### src/rtl/shift_reg_pkg.sv
// Shared types for the universal shift register.
// MODE_W : width of the operation select
// mode_e : operation encodings 0..7 (hold, load, shifts, rotates, asr, clear)
package shift_reg_pkg;
  localparam int MODE_W = 3;

  typedef enum logic [MODE_W-1:0] {
    MODE_HOLD = 3'd0,
    MODE_LOAD = 3'd1,
    MODE_SHL  = 3'd2,
    MODE_SHR  = 3'd3,
    MODE_ROL  = 3'd4,
    MODE_ROR  = 3'd5,
    MODE_ASR  = 3'd6,
    MODE_CLR  = 3'd7
  } mode_e;
endpackage

### src/rtl/d_ff_en.sv
// 1-bit rising-edge flip-flop with clock enable and true/complement outputs.
// i_clk : clock            i_rst : async active-high reset (loads RST_VAL)
// i_en  : enable (0=hold)  i_d   : data in
// o_q   : stored bit       o_qn  : ~o_q
module d_ff_en #(
  parameter logic RST_VAL = 1'b0
) (
  input  logic i_clk,
  input  logic i_rst,
  input  logic i_en,
  input  logic i_d,
  output logic o_q,
  output logic o_qn
);
  always_ff @(posedge i_clk or posedge i_rst) begin
    if (i_rst)     o_q <= RST_VAL;
    else if (i_en) o_q <= i_d;
  end

  assign o_qn = ~o_q;
endmodule

### src/rtl/shift_reg_univ.sv
// Universal WIDTH-bit register: hold/load/shl/shr/rol/ror/asr/clr.
// i_clk, i_rst (async active-high), i_en (0 = hold everything),
// i_mode (mode_e), i_d (parallel data), i_sin (serial in for SHL/SHR)
// o_q / o_qn (contents and complement), o_sout (last bit shifted out,
// registered), o_zero (combinational o_q == 0)
module shift_reg_univ
  import shift_reg_pkg::*;
#(
  parameter int               WIDTH       = 8,
  parameter logic [WIDTH-1:0] RESET_VALUE = '0
) (
  input  logic              i_clk,
  input  logic              i_rst,
  input  logic              i_en,
  input  logic [MODE_W-1:0] i_mode,
  input  logic [WIDTH-1:0]  i_d,
  input  logic              i_sin,
  output logic [WIDTH-1:0]  o_q,
  output logic [WIDTH-1:0]  o_qn,
  output logic              o_sout,
  output logic              o_zero
);
  mode_e            mode;
  logic [WIDTH-1:0] q_nxt;
  logic             sout_nxt;

  assign mode = mode_e'(i_mode);

  // Next-state mux; enable gating lives in the cells so i_en=0 holds
  // both the bank and the sout bit regardless of mode.
  always_comb begin
    q_nxt    = o_q;
    sout_nxt = o_sout;
    unique case (mode)
      MODE_HOLD: ;
      MODE_LOAD: q_nxt = i_d;
      MODE_SHL: begin
        q_nxt    = {o_q[WIDTH-2:0], i_sin};
        sout_nxt = o_q[WIDTH-1];
      end
      MODE_SHR: begin
        q_nxt    = {i_sin, o_q[WIDTH-1:1]};
        sout_nxt = o_q[0];
      end
      MODE_ROL: begin
        q_nxt    = {o_q[WIDTH-2:0], o_q[WIDTH-1]};
        sout_nxt = o_q[WIDTH-1];
      end
      MODE_ROR: begin
        q_nxt    = {o_q[0], o_q[WIDTH-1:1]};
        sout_nxt = o_q[0];
      end
      MODE_ASR: begin
        q_nxt    = {o_q[WIDTH-1], o_q[WIDTH-1:1]};
        sout_nxt = o_q[0];
      end
      MODE_CLR: begin
        q_nxt    = '0;
        sout_nxt = 1'b0;
      end
      default: ;
    endcase
  end

  for (genvar i = 0; i < WIDTH; i++) begin : g_bit
    d_ff_en #(.RST_VAL(RESET_VALUE[i])) u_ff (
      .i_clk (i_clk),
      .i_rst (i_rst),
      .i_en  (i_en),
      .i_d   (q_nxt[i]),
      .o_q   (o_q[i]),
      .o_qn  (o_qn[i])
    );
  end

  d_ff_en #(.RST_VAL(1'b0)) u_sout (
    .i_clk (i_clk),
    .i_rst (i_rst),
    .i_en  (i_en),
    .i_d   (sout_nxt),
    .o_q   (o_sout),
    .o_qn  ()
  );

  assign o_zero = ~|o_q;
endmodule
### config.mk
export PLATFORM = sky130hd
export DESIGN_NAME = shift_reg_univ
export DESIGN_NICKNAME = d
export VERILOG_FILES = /design/src/rtl/shift_reg_pkg.sv /design/src/rtl/d_ff_en.sv /design/src/rtl/shift_reg_univ.sv
export SDC_FILE = /design/constraint.sdc
export NUM_CORES = 1
export LEC_CHECK = 0
export ABC_AREA = 1
export BUFFER_PORTS_ARGS = -buffer_cell sky130_fd_sc_hd__buf_2
export CORE_ASPECT_RATIO = 0.6
export CORE_MARGIN = 10
export CORE_UTILIZATION = 31
export DETAILED_ROUTE_END_ITERATION = 6
export SETUP_SLACK_MARGIN = 0.15
export SLEW_MARGIN = 5
export SYNTH_ARGS = -nofsm -noshare
export SYNTH_HDL_FRONTEND = slang
export SYNTH_SLANG_ARGS = --single-unit
export TNS_END_PERCENT = 50
### constraint.sdc
create_clock -name i_clk -period 1.9 [get_ports i_clk]
set_clock_uncertainty 0.2 [all_clocks]
set_input_delay 0.19 -clock i_clk [delete_from_list [all_inputs] [get_ports i_clk]]
set_output_delay 0.19 -clock i_clk [all_outputs]
set_load 0.03 [all_outputs]
==> flow_summary.yaml, run 1 <==
status:
  status: "completed"
yosys:
  syn_avg_cell_area_um2: 6.44
  mappedNetlistArea_um2: 888
  ys_seq_area_share_pct: 25.4
  syn-num-nets: 153
  synth_warnings: 0
  synth.distinct_cells: 18
  syn_inst: 138
  ys_ff_latch: 9
detailed_routing:
  detail-route-antenna-nets: 0
  dr.pass1.iters: 4
  avgRoutedWirePerCell_um: 12.9
  avgViaCountPerCell: 4.61
  vias: 857
  drc_errors: 0
  finalWirelength_um: 2390
  first_iter_violations: 62
final_layout:
  areaGrowthSynthToFinish_pct: 8.87
  drive_above_1_share_pct: 27.9
  fin_cells: 186
  fillCellCount: 280
  fin_util_pct: 37.1
  diodes: 0
  nets: 170
floorplan:
  core_area_um2: 2610
  design.die.area_um2: 5480
  io_pins: 33
  die_w_um: 89.1
  die_h_um: 61.5
  initial_core_util_pct: 34.0
  fp-row-count: 14
pwr:
  p_total_mw: 0.866
  power_density_nw_per_um2: 896
  power_leakage_nw: 0.564
  ir_drop_uv: 262
setup_path:
  endpoint_kind: "output port"
  cp.arrival_ps: 1200
  cp.required_ps: 1510
  path_buf_inv: 2
  r2r_start: "g_bit[7].u_ff.o_q"
  cpMaxStageDelayCell: "dfrtp_1"
  r2r_end: "g_bit[0].u_ff.o_q"
  crit_family: "flip-flops"
  worstSetupPathType: "flop to output port"
  path_cells: "inv_1 > nand4_1 > nor2_1 > buf_2"
  crit_fanout: 4
  start_kind: "flop"
  ff2ff_path_depth: 6
  rrSetupSlack_ps: 760
  crit_path_max_incr_delay_ps: 410
timing:
  tns_ps: 0
  rsz0062_at_grt: "no"
  finalMaxSlewViolations: 0
  tightest_slew_ps: 362
  fmax_mhz: 627
  hold_violations: 0
  fin_crit_sh_pct: 83.9
  setup_viol: 0
  slew_headroom_pct: 75.8
  period_needed_ps: 1590
global_route:
  grt_max_degree: 15
  grt_pass1_wl_um: 3970
  antenna_found_initial: 0
  grt_pass1_vias: 811
  grt_overflow: 0
  track_usage_pct: 9.50
placed_design:
  port_buffers: 32
  gp_congestion: 0.835
  dp_cells: 181
  dp_hpwl_um: 1950
clocking:
  post_cts_resized: 0
  clk_pin_slew_ps: 50
  htree_num_levels: 1
  clkLatencyLatePin_ps: 240
  cts_tree: "done"
  clk_path_buf_depth: 2
  cts_made_buffers: 3
  root_buffer: "clkbuf_8"
  clock-sinks: 9
min_path:
  hp-start: "i_d[3]"
  hold_end: "g_bit[3].u_ff.o_q"
  min_path_type: "primary input to flop"
  holdPathStages: 5
run:
  drv_cap: 0
==> cell usage in the layout, fill, tap and decap left out <==
master	n
inv_2	1
nor2_1	17
nand2_4	1
nand3_1	8
a21oi_1	1
inv_4	1
clkbuf_8	3
clkbuf_1	1
nor2_2	1
nand3_2	2
dlygate4sd3_1	1
buf_2	32
nand4_1	4
o21ai_0	2
inv_6	1
o21ai_4	1
inv_1	11
nand2_1	51
dfrtp_1	9
a31oi_1	6
==> per-stage QoR <==
stage | area [µm²] | worst slack (ps) | hold WS, ps
after floorplan | 888 | 530 | -182
after global placement | 912 | 526 | -19.8
after detailed placement | 912 | 500 | -12.9
after CTS | 967 | 278 | 90.1
after global routing | 967 | 163 | 110
final | 967 | 306 | 90.4
==> metal layers <==
metal,GRT usage [%],vias up,wire length [µm]
li1,-,449,-
met1,11.9,375,1130
met2,13.7,30,983
met3,5.27,3,266
met4,2.70,0,17
met5,0,-,0
==> cell type report <==
class	count	area, µm²	share of cell area, %
multi-input combinational	94	427	44.1
sequential	9	225	23.3
timing repair buffer	33	170	17.6
inverter	14	60.1	6.21
clock buffer	4	45.0	4.66
tap	32	40.0	4.14
==> worst register-to-register path: stages, from the launching register on <==
cell	delay [ps]
dfrtp_1	410
inv_1	130
nand2_1	60
nand3_1	80
nand2_1	50
nand2_1	50
nand2_1	50
==> how the worst max path moves through the flow <==
stage                       from  slack [ps]  cells past startpoint                 to
2_1_floorplan  g_bit[7].u_ff.o_q         530                      3             o_zero
3_3_place_gp           i_mode[0]         530                      8  g_bit[5].u_ff.o_q
3_5_place_dp           i_mode[2]         500                      7  g_bit[0].u_ff.o_q
4_1_cts        g_bit[7].u_ff.o_q         280                      4             o_zero
5_1_grt        g_bit[0].u_ff.o_q         160                      4             o_zero
6_report       g_bit[7].u_ff.o_q         310                      4             o_zero
==> logic make-up after synthesis <==
group	share of synthesized area, %
buffers and inverters	26.6
AO/OA/AOI/OAI	7.75
AND/OR/NAND/NOR	40.3
flip-flops	25.4
==> where the power goes <==
group          total (mW)  leakage, nW  internal [mW]  switching, mW
Combinational       0.371        0.427          0.107          0.264
Sequential          0.265        0.115          0.224         0.0405
Clock               0.230       0.0228          0.147         0.0836
Total               0.866        0.564          0.478          0.389
==> synthesized netlist by cell type, drive strengths merged <==
library cell / instances / area share [%]
a21oi: 1 / 0.56
a31oi: 6 / 4.2
buf: 21 / 20
dfrtp: 9 / 25
inv: 14 / 6.8
nand2: 52 / 23
nand3: 10 / 6.8
nand4: 4 / 2.8
nor2: 18 / 7.9
o21ai: 3 / 3.0
==> what timing repair did <==
item                                   CTS  global route
endpoints found under the hold margin    9             0
setup buffers                            0             0
hold buffers                             1             0
==> flip-flops by register name (all words and copies together), names as in the netlist <==
register and flops:
g_bit.u_ff.o_q 8, u_sout.o_q 1
(Power assumes the default switching activity.)
==> run 2, diff against run 1 <==
Clock period 1.9 ns to 1.5 ns, I/O delays scaled along.
==> flow_summary.yaml, run 2 (synthesis gave the netlist of run 1 again) <==
placed_design:
  place_ws_ps: 191
  port_buffers: 32
  dp_cells: 183
  gp_congestion: 0.873
  dp_hpwl_um: 1910
  placed_cell_area_um2: 927
final_layout:
  largest_register_ffs: 8
  stdcell_area_um2: 1080
  fin_cells: 199
  drive_above_1_share_pct: 35.9
  final_cell_mix: "nand2_1, buf_2, nor2_1"
  nets: 183
  regMostFlops: "g_bit.u_ff.o_q"
  reg_top3: "g_bit.u_ff.o_q: 8 flops, u_sout.o_q: 1 flops"
  final_common_cell: "nand2_1"
  diodes: 0
  areaGrowthSynthToFinish_pct: 21.3
timing:
  slew_headroom_pct: 73.5
  tightest_slew_ps: 395
  layout_setup_ws_ps: 22.3
  setup_viol: 0
  tns_ps: 0
  fmax_mhz: 677
  period_needed_ps: 1480
  rsz0062_at_grt: "yes"
  hold_violations: 0
  finalMaxSlewViolations: 0
  fin_crit_sh_pct: 98.5
setup_path:
  cp.arrival_ps: 1130
  cp.required_ps: 1150
  rrSetupSlack_ps: 290
  endpoint_kind: "output port"
  start_kind: "flop"
  crit_fanout: 4
  worstSetupPathType: "flop to output port"
global_route:
  grt_overflow: 0
  grt_pass1_wl_um: 3950
  antenna_found_initial: 0
  grt_max_degree: 15
  grt_pass1_vias: 800
  track_usage_pct: 9.35
detailed_routing:
  detail-route-antenna-nets: 0
  avgRoutedWirePerCell_um: 12.5
  drc_errors: 0
  finalWirelength_um: 2490
  avgViaCountPerCell: 4.56
  dr.pass1.iters: 4
  vias: 907
  first_iter_violations: 42
floorplan:
  design.die.area_um2: 5480
  fp-row-count: 14
  die_w_um: 89.1
  die_h_um: 61.5
  core_area_um2: 2610
  initial_core_util_pct: 34.0
  io_pins: 33
min_path:
  min_path_type: "primary input to flop"
clocking:
  clk_pin_slew_ps: 50
  htree_num_levels: 1
  clk_path_buf_depth: 2
  cts_tree: "done"
  clock-sinks: 9
  root_buffer: "clkbuf_8"
  clkLatencyLatePin_ps: 230
  cts_made_buffers: 3
pwr:
  power_leakage_nw: 0.629
  power_density_nw_per_um2: 1100
  p_total_mw: 1.19
  ir_drop_uv: 443
run:
  drv_cap: 0
status:
  status: "completed"
==> run 2: cell types whose count changed in the layout (fill, tap and decap cells not counted), sizes merged <==
| cell | change |
|---|---|
| buf | +13 |
==> run 2: path summary, 6_finish.rpt <==
path                                        start                end  depth (start not counted)
worst max-delay path            g_bit[7].u_ff.o_q             o_zero                          4
worst min-delay path                       i_d[2]  g_bit[2].u_ff.o_q                          5
worst max register to register  g_bit[0].u_ff.o_q  g_bit[7].u_ff.o_q                          7
worst min register to register         u_sout.o_q         u_sout.o_q                          2
max in group asynchronous                   i_rst  g_bit[0].u_ff.o_q                          3
min in group asynchronous                   i_rst  g_bit[5].u_ff.o_q                          3
==> run 2: report_power, final <==
part	leakage (nW)	total [mW]	switching (mW)	internal, mW
clock	0.0228	0.280	0.0952	0.185
combinational	0.493	0.591	0.379	0.212
sequential	0.113	0.318	0.0331	0.285
total	0.629	1.19	0.507	0.682
==> run 2: cell type report <==
type,count,area (µm²)
multi-input cells,94,427
well taps,32,40.0
inverters,14,60.1
flip-flops and latches,9,226
fillers,285,1530
clock buffers,4,45.0
repair buffers,46,279
==> run 2: worst max-delay path: stages, from the launching register on <==
cell and delay (ps):
dfrtp_1 390, inv_2 90, nand4_1 130, nor2_1 130, buf_4 170
==> run 2: what timing repair did <==
item,in CTS,in global routing
gates resized for setup,3,6
buffers inserted,5,6
endpoints found under the hold margin,9,0
pin swaps,0,2
endpoints found under the setup margin,1,2
gates cloned,0,0
hold buffers,1,0
==> run 2: routing by layer <==
layer / share of wire [%] / track usage (%) / vias up
met2: 42 / 14.0 / 24
li1: - / - / 480
met3: 9.7 / 5.27 / 0
met5: 0 / 0 / -
met4: 0 / 0.676 / 0
met1: 48 / 11.9 / 403
==> run 2: metrics by stage <==
step	util (%)	hold slack [ps]
final	41.3	51.7
after global routing	41.3	79.2
after CTS	39.2	52.2
after detailed placement	35.5	-62.7
after global placement	35.5	-63.4
after floorplan	-	-222
==> run 3, diff against run 2 <==
Settings changed: SYNTH_HIERARCHICAL set to 1.
==> flow_summary.yaml, run 3 <==
floorplan:
  io_pins: 33
  initial_core_util_pct: 32.6
  design.die.area_um2: 6280
  fp-row-count: 16
  die_w_um: 95.8
  core_area_um2: 3280
  die_h_um: 65.5
setup_path:
  start_kind: "flop"
  endpoint_kind: "output port"
  path_buf_inv: 2
  crit_fanout: 2
  cp.arrival_ps: 1090
  worstSetupPathType: "flop to output port"
  cp.required_ps: 1150
  crit_family: "flip-flops"
  path_cells: "inv_1 > nand4_1 > nor2_4 > buf_6"
  crit_path_max_incr_delay_ps: 390
  cpMaxStageDelayCell: "dfrtp_2"
placed_design:
  dp_cells: 276
  gp_congestion: 0.857
  port_buffers: 32
  dp_hpwl_um: 2690
clocking:
  root_buffer: "clkbuf_8"
  clk_path_buf_depth: 2
  htree_num_levels: 1
  clkLatencyLatePin_ps: 230
  cts_made_buffers: 3
  cts_tree: "done"
  clock-sinks: 9
  clk_pin_slew_ps: 50
detailed_routing:
  dr.pass1.iters: 4
  detail-route-antenna-nets: 0
  avgRoutedWirePerCell_um: 12.2
  avgViaCountPerCell: 4.65
  first_iter_violations: 73
  drc_errors: 0
  vias: 1334
  finalWirelength_um: 3510
timing:
  hold_violations: 0
  rsz0062_at_grt: "yes"
  timing.hold.ws_ps: 109
  tightest_slew_ps: 328
  slew_headroom_pct: 78.1
  fin_crit_sh_pct: 95.8
  finalMaxSlewViolations: 0
  setup_viol: 0
  period_needed_ps: 1440
  tns_ps: 0
  fmax_mhz: 696
pwr:
  p_total_mw: 1.31
  p_sw_mw: 0.575
  power.share.clock_pct: 21.3
  seq_power_share_pct: 23.9
  sw_frac_of_total_pct: 44.1
  power_density_nw_per_um2: 886
  intPower_mw: 0.730
  ir_drop_uv: 499
  power_leakage_nw: 0.886
  p_comb_share_pct: 54.7
global_route:
  antenna_found_initial: 0
  grt_overflow: 0
  grt_max_degree: 19
  grt_pass1_wl_um: 5870
  track_usage_pct: 11.4
  grt_pass1_vias: 1253
final_layout:
  fin_util_pct: 44.9
  fillCellCount: 384
  nets: 258
  areaGrowthSynthToFinish_pct: 37.8
  drive_above_1_share_pct: 28.9
  largest_register_ffs: 8
  regMostFlops: "g_bit.u_ff/o_q"
  diodes: 0
  reg_top3: "g_bit.u_ff/o_q: 8 flops, u_sout/o_q: 1 flops"
  final_common_cell: "nand2_1"
  final_cell_mix: "nand2_1, inv_1, nor2_1, buf_2"
  regArea_um2: 231
  fin_cells: 287
  multiInputGateArea_um2: 633
min_path:
  min_path_type: "primary input to flop"
yosys:
  mappedNetlistArea_um2: 1070
  syn_inst: 195
  syn_avg_cell_area_um2: 5.49
  syn-num-nets: 210
  synth_warnings: 6
run:
  drv_cap: 0
status:
  status: "completed"
[run 3: path summary, 6_finish.rpt]
path | from | end | slack (ps) | cells after the start
setup / recovery | g_bit[4].u_ff/o_q | o_zero | 60 | 4
hold reg to reg | u_sout/o_q | u_sout/o_q | 330 | 2
hold / removal | i_en | g_bit[7].u_ff/o_q | 110 | 3
min in group asynchronous | i_rst | g_bit[0].u_ff/o_q | 190 | 3
setup reg to reg | g_bit[2].u_ff/o_q | g_bit[1].u_ff/o_q | 120 | 7
max in group asynchronous | i_rst | g_bit[4].u_ff/o_q | 800 | 3
[run 3: area by class of cell]
cell class,instances,area share [%]
inverters,44,11.2
repair buffers,50,23.3
multi-input cells,135,43.0
clock buffers,4,3.06
flip-flops and latches,9,15.7
well taps,45,3.82
[run 3: layer usage]
metal  vias up  GRT usage, %  wire [µm]
li1        696             -          -
met1       604          15.5       1810
met2        34          17.0       1440
met3         0          4.65        260
met4         0          1.10          0
met5         -             0          0
[run 3: timing repair]
item / CTS / global route
pin swaps: 3 / 3
setup buffers: 6 / 0
gates cloned: 0 / 0
gates resized for setup: 14 / 12
setup endpoints to repair: 7 / 17
endpoints found under the hold margin: 9 / 0
hold buffers: 1 / 0
[run 3: metrics by stage]
step	setup WS (ps)	cell area [µm²]
2_1_floorplan	153	1080
3_3_place_gp	105	1310
3_5_place_dp	114	1310
4_1_cts	45.9	1450
5_1_grt	3.82	1470
6_report	62.9	1470
[run 3: power by group through the flow]
stage                     logic, mW  clock network [mW]  registers, mW
after global routing          0.781               0.314          0.317
after global placement        0.593                   0          0.339
after detailed placement      0.595                   0          0.340
final                         0.715               0.279          0.312
after CTS                     0.699               0.289          0.312
after floorplan               0.303                   0          0.416
[run 3: tightest hold or removal path, stage by stage]
cell and delay (ps):
buf_2 200, nand2_1 100, nand2_1 40
